[src/rtl/alu_pipe.sv]
`default_nettype none
// ============================================================================
// Module   : alu_pipe
// Purpose  : Registered execute-stage ALU with valid/ready handshakes on both
//            sides, an iterative shift-add unsigned multiplier and a
//            persistent {Z,V,N} flag register.
// Revision : 1.0 - initial release
// ============================================================================
module alu_pipe #(
    parameter int DSIZE = 16,   // datapath width, even and >= 4
    parameter int SHW   = 4     // shift amount width, clog2(DSIZE)
) (
    input  logic             clk,
    input  logic             rst,        // asynchronous, active low
    input  logic             in_valid,
    output logic             in_ready,
    input  logic [DSIZE-1:0] a,
    input  logic [DSIZE-1:0] b,
    input  logic [3:0]       op,
    input  logic [SHW-1:0]   imm,
    input  logic             update,
    output logic             out_valid,
    input  logic             out_ready,
    output logic [DSIZE-1:0] out,
    output logic [2:0]       flag        // {Z,V,N}
);

    localparam int H   = DSIZE / 2;
    localparam int MSB = DSIZE - 1;

    localparam logic [0:0] c_st_idle     = 1'b0;
    localparam logic [0:0] c_st_mul_busy = 1'b1;

    localparam logic [3:0] c_op_add = 4'd0;
    localparam logic [3:0] c_op_sub = 4'd1;
    localparam logic [3:0] c_op_and = 4'd2;
    localparam logic [3:0] c_op_or  = 4'd3;
    localparam logic [3:0] c_op_sll = 4'd4;
    localparam logic [3:0] c_op_srl = 4'd5;
    localparam logic [3:0] c_op_sra = 4'd6;
    localparam logic [3:0] c_op_rl  = 4'd7;
    localparam logic [3:0] c_op_lhb = 4'd8;
    localparam logic [3:0] c_op_llb = 4'd9;
    localparam logic [3:0] c_op_mul = 4'd10;

    // Number of shift-add steps; the counter is one bit wider than SHW so it
    // can hold DSIZE itself as the "all steps done" value.
    localparam logic [SHW:0] c_mul_steps = (SHW + 1)'(DSIZE);

    // State registers and their next-state values
    logic [0:0]         state_q,     state_d;
    logic [SHW:0]       cnt_q,       cnt_d;
    logic [2*DSIZE-1:0] acc_q,       acc_d;
    logic [DSIZE-1:0]   mcand_q,     mcand_d;
    logic [DSIZE-1:0]   mplier_q,    mplier_d;
    logic               mupd_q,      mupd_d;
    logic [DSIZE-1:0]   out_q,       out_d;
    logic               out_valid_q, out_valid_d;
    logic [2:0]         flag_q,      flag_d;

    // Combinational helpers
    logic               w_out_free;
    logic               w_accept;
    logic               w_mul_done;
    logic [DSIZE:0]     w_sum;
    logic [2*DSIZE-1:0] w_rot;
    logic [DSIZE-1:0]   w_alu_res;
    logic [2:0]         w_alu_flags;
    logic               w_alu_sets;

    // The output slot is free when empty or being drained this cycle
    assign w_out_free = !out_valid_q || out_ready;
    assign in_ready   = (state_q == c_st_idle) && w_out_free;
    assign w_accept   = in_valid && in_ready;
    assign w_mul_done = (state_q == c_st_mul_busy) && (cnt_q == c_mul_steps);

    // Rotate via a doubled operand so imm=0 never needs a shift by DSIZE
    assign w_rot = {a, a} << imm;

    // One shift-add step: add the multiplicand into the high half when the
    // current multiplier bit is set, then shift the whole accumulator right.
    assign w_sum = {1'b0, acc_q[2*DSIZE-1:DSIZE]}
                 + {1'b0, (mplier_q[0] ? mcand_q : {DSIZE{1'b0}})};

    // Single-cycle ALU result and the flags it would write
    always_comb begin
        w_alu_res   = '0;
        w_alu_flags = flag_q;
        w_alu_sets  = 1'b0;
        case (op)
            c_op_add: begin
                w_alu_res   = a + b;
                w_alu_sets  = 1'b1;
                w_alu_flags = {w_alu_res == '0,
                               (a[MSB] == b[MSB]) && (w_alu_res[MSB] != a[MSB]),
                               w_alu_res[MSB]};
            end
            c_op_sub: begin
                w_alu_res   = a - b;
                w_alu_sets  = 1'b1;
                w_alu_flags = {w_alu_res == '0,
                               (a[MSB] != b[MSB]) && (w_alu_res[MSB] != a[MSB]),
                               w_alu_res[MSB]};
            end
            c_op_and: begin
                w_alu_res   = a & b;
                w_alu_sets  = 1'b1;
                w_alu_flags = {w_alu_res == '0, 1'b0, w_alu_res[MSB]};
            end
            c_op_or: begin
                w_alu_res   = a | b;
                w_alu_sets  = 1'b1;
                w_alu_flags = {w_alu_res == '0, 1'b0, w_alu_res[MSB]};
            end
            c_op_sll: w_alu_res = a << imm;
            c_op_srl: w_alu_res = a >> imm;
            c_op_sra: w_alu_res = DSIZE'($signed(a) >>> imm);
            c_op_rl:  w_alu_res = w_rot[2*DSIZE-1:DSIZE];
            c_op_lhb: w_alu_res = {b[H-1:0], a[H-1:0]};
            c_op_llb: w_alu_res = {a[DSIZE-1:H], b[H-1:0]};
            default:  w_alu_res = '0;   // undefined ops (MUL never takes this path)
        endcase
    end

    // Next-state logic for the handshake, multiplier FSM, result and flags
    always_comb begin
        state_d     = state_q;
        cnt_d       = cnt_q;
        acc_d       = acc_q;
        mcand_d     = mcand_q;
        mplier_d    = mplier_q;
        mupd_d      = mupd_q;
        out_d       = out_q;
        out_valid_d = out_valid_q;
        flag_d      = flag_q;

        if (out_ready) begin
            out_valid_d = 1'b0;
        end

        case (state_q)
            c_st_idle: begin
                if (w_accept) begin
                    if (op == c_op_mul) begin
                        state_d  = c_st_mul_busy;
                        cnt_d    = '0;
                        acc_d    = '0;
                        mcand_d  = a;
                        mplier_d = b;
                        mupd_d   = update;
                    end else begin
                        out_d       = w_alu_res;
                        out_valid_d = 1'b1;
                        if (update && w_alu_sets) begin
                            flag_d = w_alu_flags;
                        end
                    end
                end
            end
            c_st_mul_busy: begin
                if (!w_mul_done) begin
                    acc_d    = {w_sum, acc_q[DSIZE-1:1]};
                    mplier_d = mplier_q >> 1;
                    cnt_d    = cnt_q + (SHW + 1)'(1);
                end else if (w_out_free) begin
                    out_d       = acc_q[DSIZE-1:0];
                    out_valid_d = 1'b1;
                    state_d     = c_st_idle;
                    if (mupd_q) begin
                        flag_d = {acc_q[DSIZE-1:0] == '0,
                                  |acc_q[2*DSIZE-1:DSIZE],
                                  acc_q[DSIZE-1]};
                    end
                end
            end
            default: state_d = c_st_idle;
        endcase
    end

    // State update; reset discards any in-flight multiply
    always_ff @(posedge clk or negedge rst) begin
        if (!rst) begin
            state_q     <= c_st_idle;
            cnt_q       <= '0;
            acc_q       <= '0;
            mcand_q     <= '0;
            mplier_q    <= '0;
            mupd_q      <= 1'b0;
            out_q       <= '0;
            out_valid_q <= 1'b0;
            flag_q      <= 3'b000;
        end else begin
            state_q     <= state_d;
            cnt_q       <= cnt_d;
            acc_q       <= acc_d;
            mcand_q     <= mcand_d;
            mplier_q    <= mplier_d;
            mupd_q      <= mupd_d;
            out_q       <= out_d;
            out_valid_q <= out_valid_d;
            flag_q      <= flag_d;
        end
    end

    assign out       = out_q;
    assign out_valid = out_valid_q;
    assign flag      = flag_q;

endmodule
`default_nettype wire

[config.mk]
export PLATFORM = sky130hd
export DESIGN_NAME = alu_pipe
export DESIGN_NICKNAME = d
export VERILOG_FILES = /design/src/rtl/alu_pipe.sv
export SDC_FILE = /design/constraint.sdc
export NUM_CORES = 1
export LEC_CHECK = 0
export ABC_AREA = 1
export BUFFER_PORTS_ARGS = -buffer_cell sky130_fd_sc_hd__buf_2
export CAP_MARGIN = 25
export CORE_ASPECT_RATIO = 0.8
export CORE_UTILIZATION = 45
export CTS_BUF_LIST = sky130_fd_sc_hd__clkbuf_8
export CTS_CLUSTER_DIAMETER = 60
export CTS_CLUSTER_SIZE = 28
export DETAILED_ROUTE_END_ITERATION = 7
export PLACE_DENSITY_LB_ADDON = 0.08
export SLEW_MARGIN = 10
export SYNTH_ARGS = -nofsm -noshare
export SYNTH_HDL_FRONTEND = slang
export SYNTH_SLANG_ARGS = --single-unit
export TNS_END_PERCENT = 1
[constraint.sdc]
create_clock -name clk -period 6.3 [get_ports clk]
set_input_delay 0.945 -clock clk [delete_from_list [all_inputs] [get_ports clk]]
set_output_delay 0.945 -clock clk [all_outputs]
set_load 0.005 [all_outputs]
Word-level counts from Yosys, hierarchy flattened:

Cells that the tools add are included.

* reductions and logical operators: 20
* equal/unequal tests: 24
* multipliers: 0
* $lt $le $gt $ge: 0
* divide/modulo/power cells: 0
* shift-type cells: 4
* mux-type cells: 39
* bitwise logic cells: 3
* $add $sub $neg: 4

Operators with widths (number)
* $pmux 16 s10: 1
* $mux 16: 8
* $mux 32: 3
* $logic_not 16->1: 5
* $pmux 16 s2: 2
* $pmux 32 s2: 1
* $shl 32x4->32: 1
* $mux 3: 6
* $add 16x16->17: 1
* $add 16x16->16: 1
* $and 16x16->16: 1
* $eq 4x3->1 const B: 4
* $or 16x16->16: 1
* $reduce_or 16->1: 1
* $shl 16x4->16: 1
* $shr 16x4->16: 1
* $sshr 16x4->16: 1
* $sub 16x16->16: 1
* $mux 5: 3
* $eq 4x4->1 const B: 3
* $pmux 3 s4: 1
* $mux 1: 10
* $ne 2x1->1 const B: 5
* $pmux 5 s2: 1
* other kinds (19): 31

* latch bits: 0
* bits in read-only memories: 0
* output and inout bits: 21
* word-level logic and storage cells: 103
* memories kept: 0
* register bits after elaboration: 91
* memory bits (writable): 0

Depth between registers and ports, before layout:

* word-level depth: 8
* gate-level depth with buffers: 18

Worst setup path after synthesis:

OpenSTA, ideal clock, no wires.

* path type: input to register
* start point: input port a[0]
* end point: register flag_q[2], in the netlist flag[2]
* library setup time: 0.073 ns
* arrival time: 2.648 ns
* required time: 6.227 ns
* slack: 3.579 ns
* stages on the path: 15
* path through: inv_1 -> ha_1 -> fa_1 -> inv_1 -> nand2_1 -> nand2_1 -> nand2_1 -> o21ai_1 -> xor2_1 -> nand3_1 -> nor2_1 -> nand3_1 -> nand3_1 -> nand2_1 -> a21oi_2

* cells in the longest elaborated chain, start to end: 7
* elaborated cells between the ends (all ways): 13
* classes of those cells: add/sub: 2; mux: 5; bitwise: 2; reduce/logical: 4

Ends and longest elaborated chain
* start, declared: RTL line 17 `input logic [DSIZE-1:0] a,`
* $sub 16x16->16, or another cell as far along: RTL line 99 `w_alu_res = a - b;`
* $logic_not 16->1 (on tied branches)
* $pmux 3 s4 *: RTL line 90 `case (op)`
* $mux 3 *: RTL line 154 `if (update && w_alu_sets) begin`
* $mux 3 *: RTL line 144 `if (op == c_op_mul) begin`
* $mux 3 *: RTL line 143 `if (w_accept) begin`
* $pmux 3 s2 *: RTL line 141 `case (state_q)`
* end signal, assigned: RTL line 201 `flag_q <= flag_d;`
* end, declared: RTL line 59 `logic [2:0] flag_q, flag_d;`

Every way passes the cells marked *; elsewhere a longest branch is shown, timed or not. The select of a mux whose other input is x is not followed.
A chain may end at the register's enable or synchronous reset.

Worst setup path after layout:

Same ends and word-level chain as after synthesis.

==> metrics.cfg <==
[synth]
syn-num-nets = 1644
yosys.cell_types.count = 52
netlist_area_um2 = 9480
synth-edff-count = 0
ys_seq_elements = 91
async_flop_share_pct = 100
synth-main-ff-cell = dfrtp_1
yosys_warnings = 0
seq_area_frac_synth_pct = 24.0
syn_inst = 1529
syn_area_per_cell_um2 = 6.20

[placement]
port_buffers = 65
hpwl_um = 29600
gp_routability_congestion = 1.01
dp_worst_setup_slack_ps = 2680

[timing]
period_needed_ps = 3390
hold_ws_ps = 398
rsz0062_at_grt = false
slew-limit-headroom_pct = 39.5
setup-violations-final = 0
finalClockSkew_ps = 15.5
finalCritPeriodShare_pct = 53.8
tightest_slew_ps = 906
hold_viol = 0
drv_slew = 0
timing.final.ws_setup_ps = 2910
fin_tns_setup_ps = 0
clock.fmax_mhz = 295

[floorplan]
io_pins = 66
rows = 47
die_y_um = 132
initial_core_util_pct = 45.9
die_w_um = 164
core_area_um2 = 20600
die-area_um2 = 21700

[clock_network]
path_clk_slew_ps = 100
cts_root_buf = clkbuf_8
cts_resized = 0
cts_buffer_depth = 2
clock_latency_ps = 370
htree_num_levels = 3
clock_sinks = 91
cts_hold_buf = 0
numCtsBuffers = 9
tritoncts = yes
cts_setup_buffers = 0

[detailed_routing]
drcViolationCount = 0
drt_iter0_markers = 1335
wl_um = 36900
vias = 10600
vias_per_cell = 5.78
dr.pass1.iters = 6
ant_nets = 0
wl_per_cell_um = 20.2

[power]
p_sw_share_pct = 48.9
power_density_nw_per_um2 = 271
vdd_drop_max_v = 0.000216
pwr-share-comb_pct = 50.8
power_leakage_nw = 5.30
pwr-share-seq_pct = 34.6
intPower_w = 0.00140
p_sw_w = 0.00133
p_clk_share_pct = 14.6

[critical_path]
crit_type = input port to register
end_kind = register
required_ps = 6600
crit_arrival_ps = 3690
cp_max_fo = 4
critPathLaunchType = input port

[cells_and_area]
fin_util_pct = 48.9
layout_commonest_cell = nand2_1
area_growth_pct = 6.43
final_cell_mix = nand2_1 (491), inv_1 (171), o21ai_0 (121), nor2_1 (107), nand3_1 (100)
drive_gt1_share_pct = 8.23
fin_nets = 1665

[global_routing]
grt_overflow_total = 0
grt_pass1_wl_um = 56000
grt_antenna_before_repair = 0
grt_pass1_vias = 9640
grt_usage_pct = 34.3
grt_max_degree = 79

[run_status]
status = completed

[job]
maxCapViolations = 0

[min_path]
holdCritPathClass = input port to async pin

[cells in the mapped netlist (16+ instances only)]
master	number	area share, %
clkbuf_1	24	0.95
nand3_1	100	5.3
nor2_1	107	4.2
ha_1	67	8.8
a21oi_1	84	4.4
nor3_1	16	0.84
o22ai_1	32	2.1
buf_2	24	1.3
o21ai_0	121	6.4
dfrtp_1	91	24
o21ai_1	37	2.0
nand4_1	23	1.5
inv_1	171	6.8
nand2_1	491	19
[layer usage]
| layer | routed length [um] | track usage [%] | part of all wire (%) | up-vias |
|---|---|---|---|---|
| li1 | - | - | - | 5049 |
| met1 | 17100 | 52.2 | 46 | 4873 |
| met2 | 14800 | 48.1 | 40 | 565 |
| met3 | 4000 | 7.71 | 11 | 66 |
| met4 | 1010 | 8.80 | 2.7 | 0 |
| met5 | 0 | 0 | 0 | - |
[stage by stage]
step	instances	power (W)	cell area [um^2]
after global routing	1824	0.00296	10100
after CTS	1823	0.00273	10100
after floorplan	1529	0.00190	9480
final	1825	0.00273	10100
after detailed placement	1807	0.00232	9870
after global placement	1807	0.00231	9870
[cell type report]
class,count,area [um^2]
multi-input combinational,1194,6200
timing repair buffer,70,385
fill,2202,10600
tap,269,337
antenna,1,2.50
inverter,184,691
clock inverter,7,70.1
sequential,91,2280
clock buffer,9,124
[worst max-delay path: stages]
cell and delay [ps]:
buf_2 120, inv_1 150, ha_1 330, fa_1 450, inv_1 130, nand2_1 60, nand2_1 90, nand2_1 80
o21ai_1 280, xor2_1 350, nand3_1 160, nor2_1 120, nand3_1 90, nand3_1 110, nand2_1 100, a21oi_2 140
[sequential cells by signal, indices dropped and copies added, names as in the netlist]
name / count
mcand_q: 16
state_q: 1
flag: 3
mplier_q: 16
out: 16
out_valid: 1
cnt_q: 5
mupd_q: 1
acc_q: 32
[cells by family after synthesis]
kind of cell | Yosys count | synth area share (%)
AOI/OAI and AO/OA | 318 | 18.5
xor gates and xnor gates | 18 | 1.66
and+or+nand+nor | 782 | 35.1
muxes | 6 | 0.634
buffers and inverters | 244 | 10.5
DFF | 91 | 24.0
adders and majority gates | 70 | 9.48
[power by group through the flow]
stage	combinational (W)	clock [W]	sequential [W]
6_report	0.00139	0.000400	0.000946
3_3_place_gp	0.00135	0	0.000958
4_1_cts	0.00137	0.000411	0.000943
3_5_place_dp	0.00137	0	0.000951
2_1_floorplan	0.00100	0	0.000901
5_1_grt	0.00155	0.000434	0.000972
[path summary, 6_finish.rpt]
kind                       slack, ps           end  cells past startpoint    startpoint
hold / removal                   400     acc_q[26]                      1           rst
min in group clk                 480  mplier_q[12]                      2  mplier_q[12]
max in group asynchronous       5030       out[11]                      3           rst
hold reg to reg                  480  mplier_q[12]                      2  mplier_q[12]
setup / recovery                2910       flag[2]                     16          a[0]
setup reg to reg                3400     acc_q[27]                     12   mplier_q[0]
No activity file was read; power rests on OpenSTA's default activity.
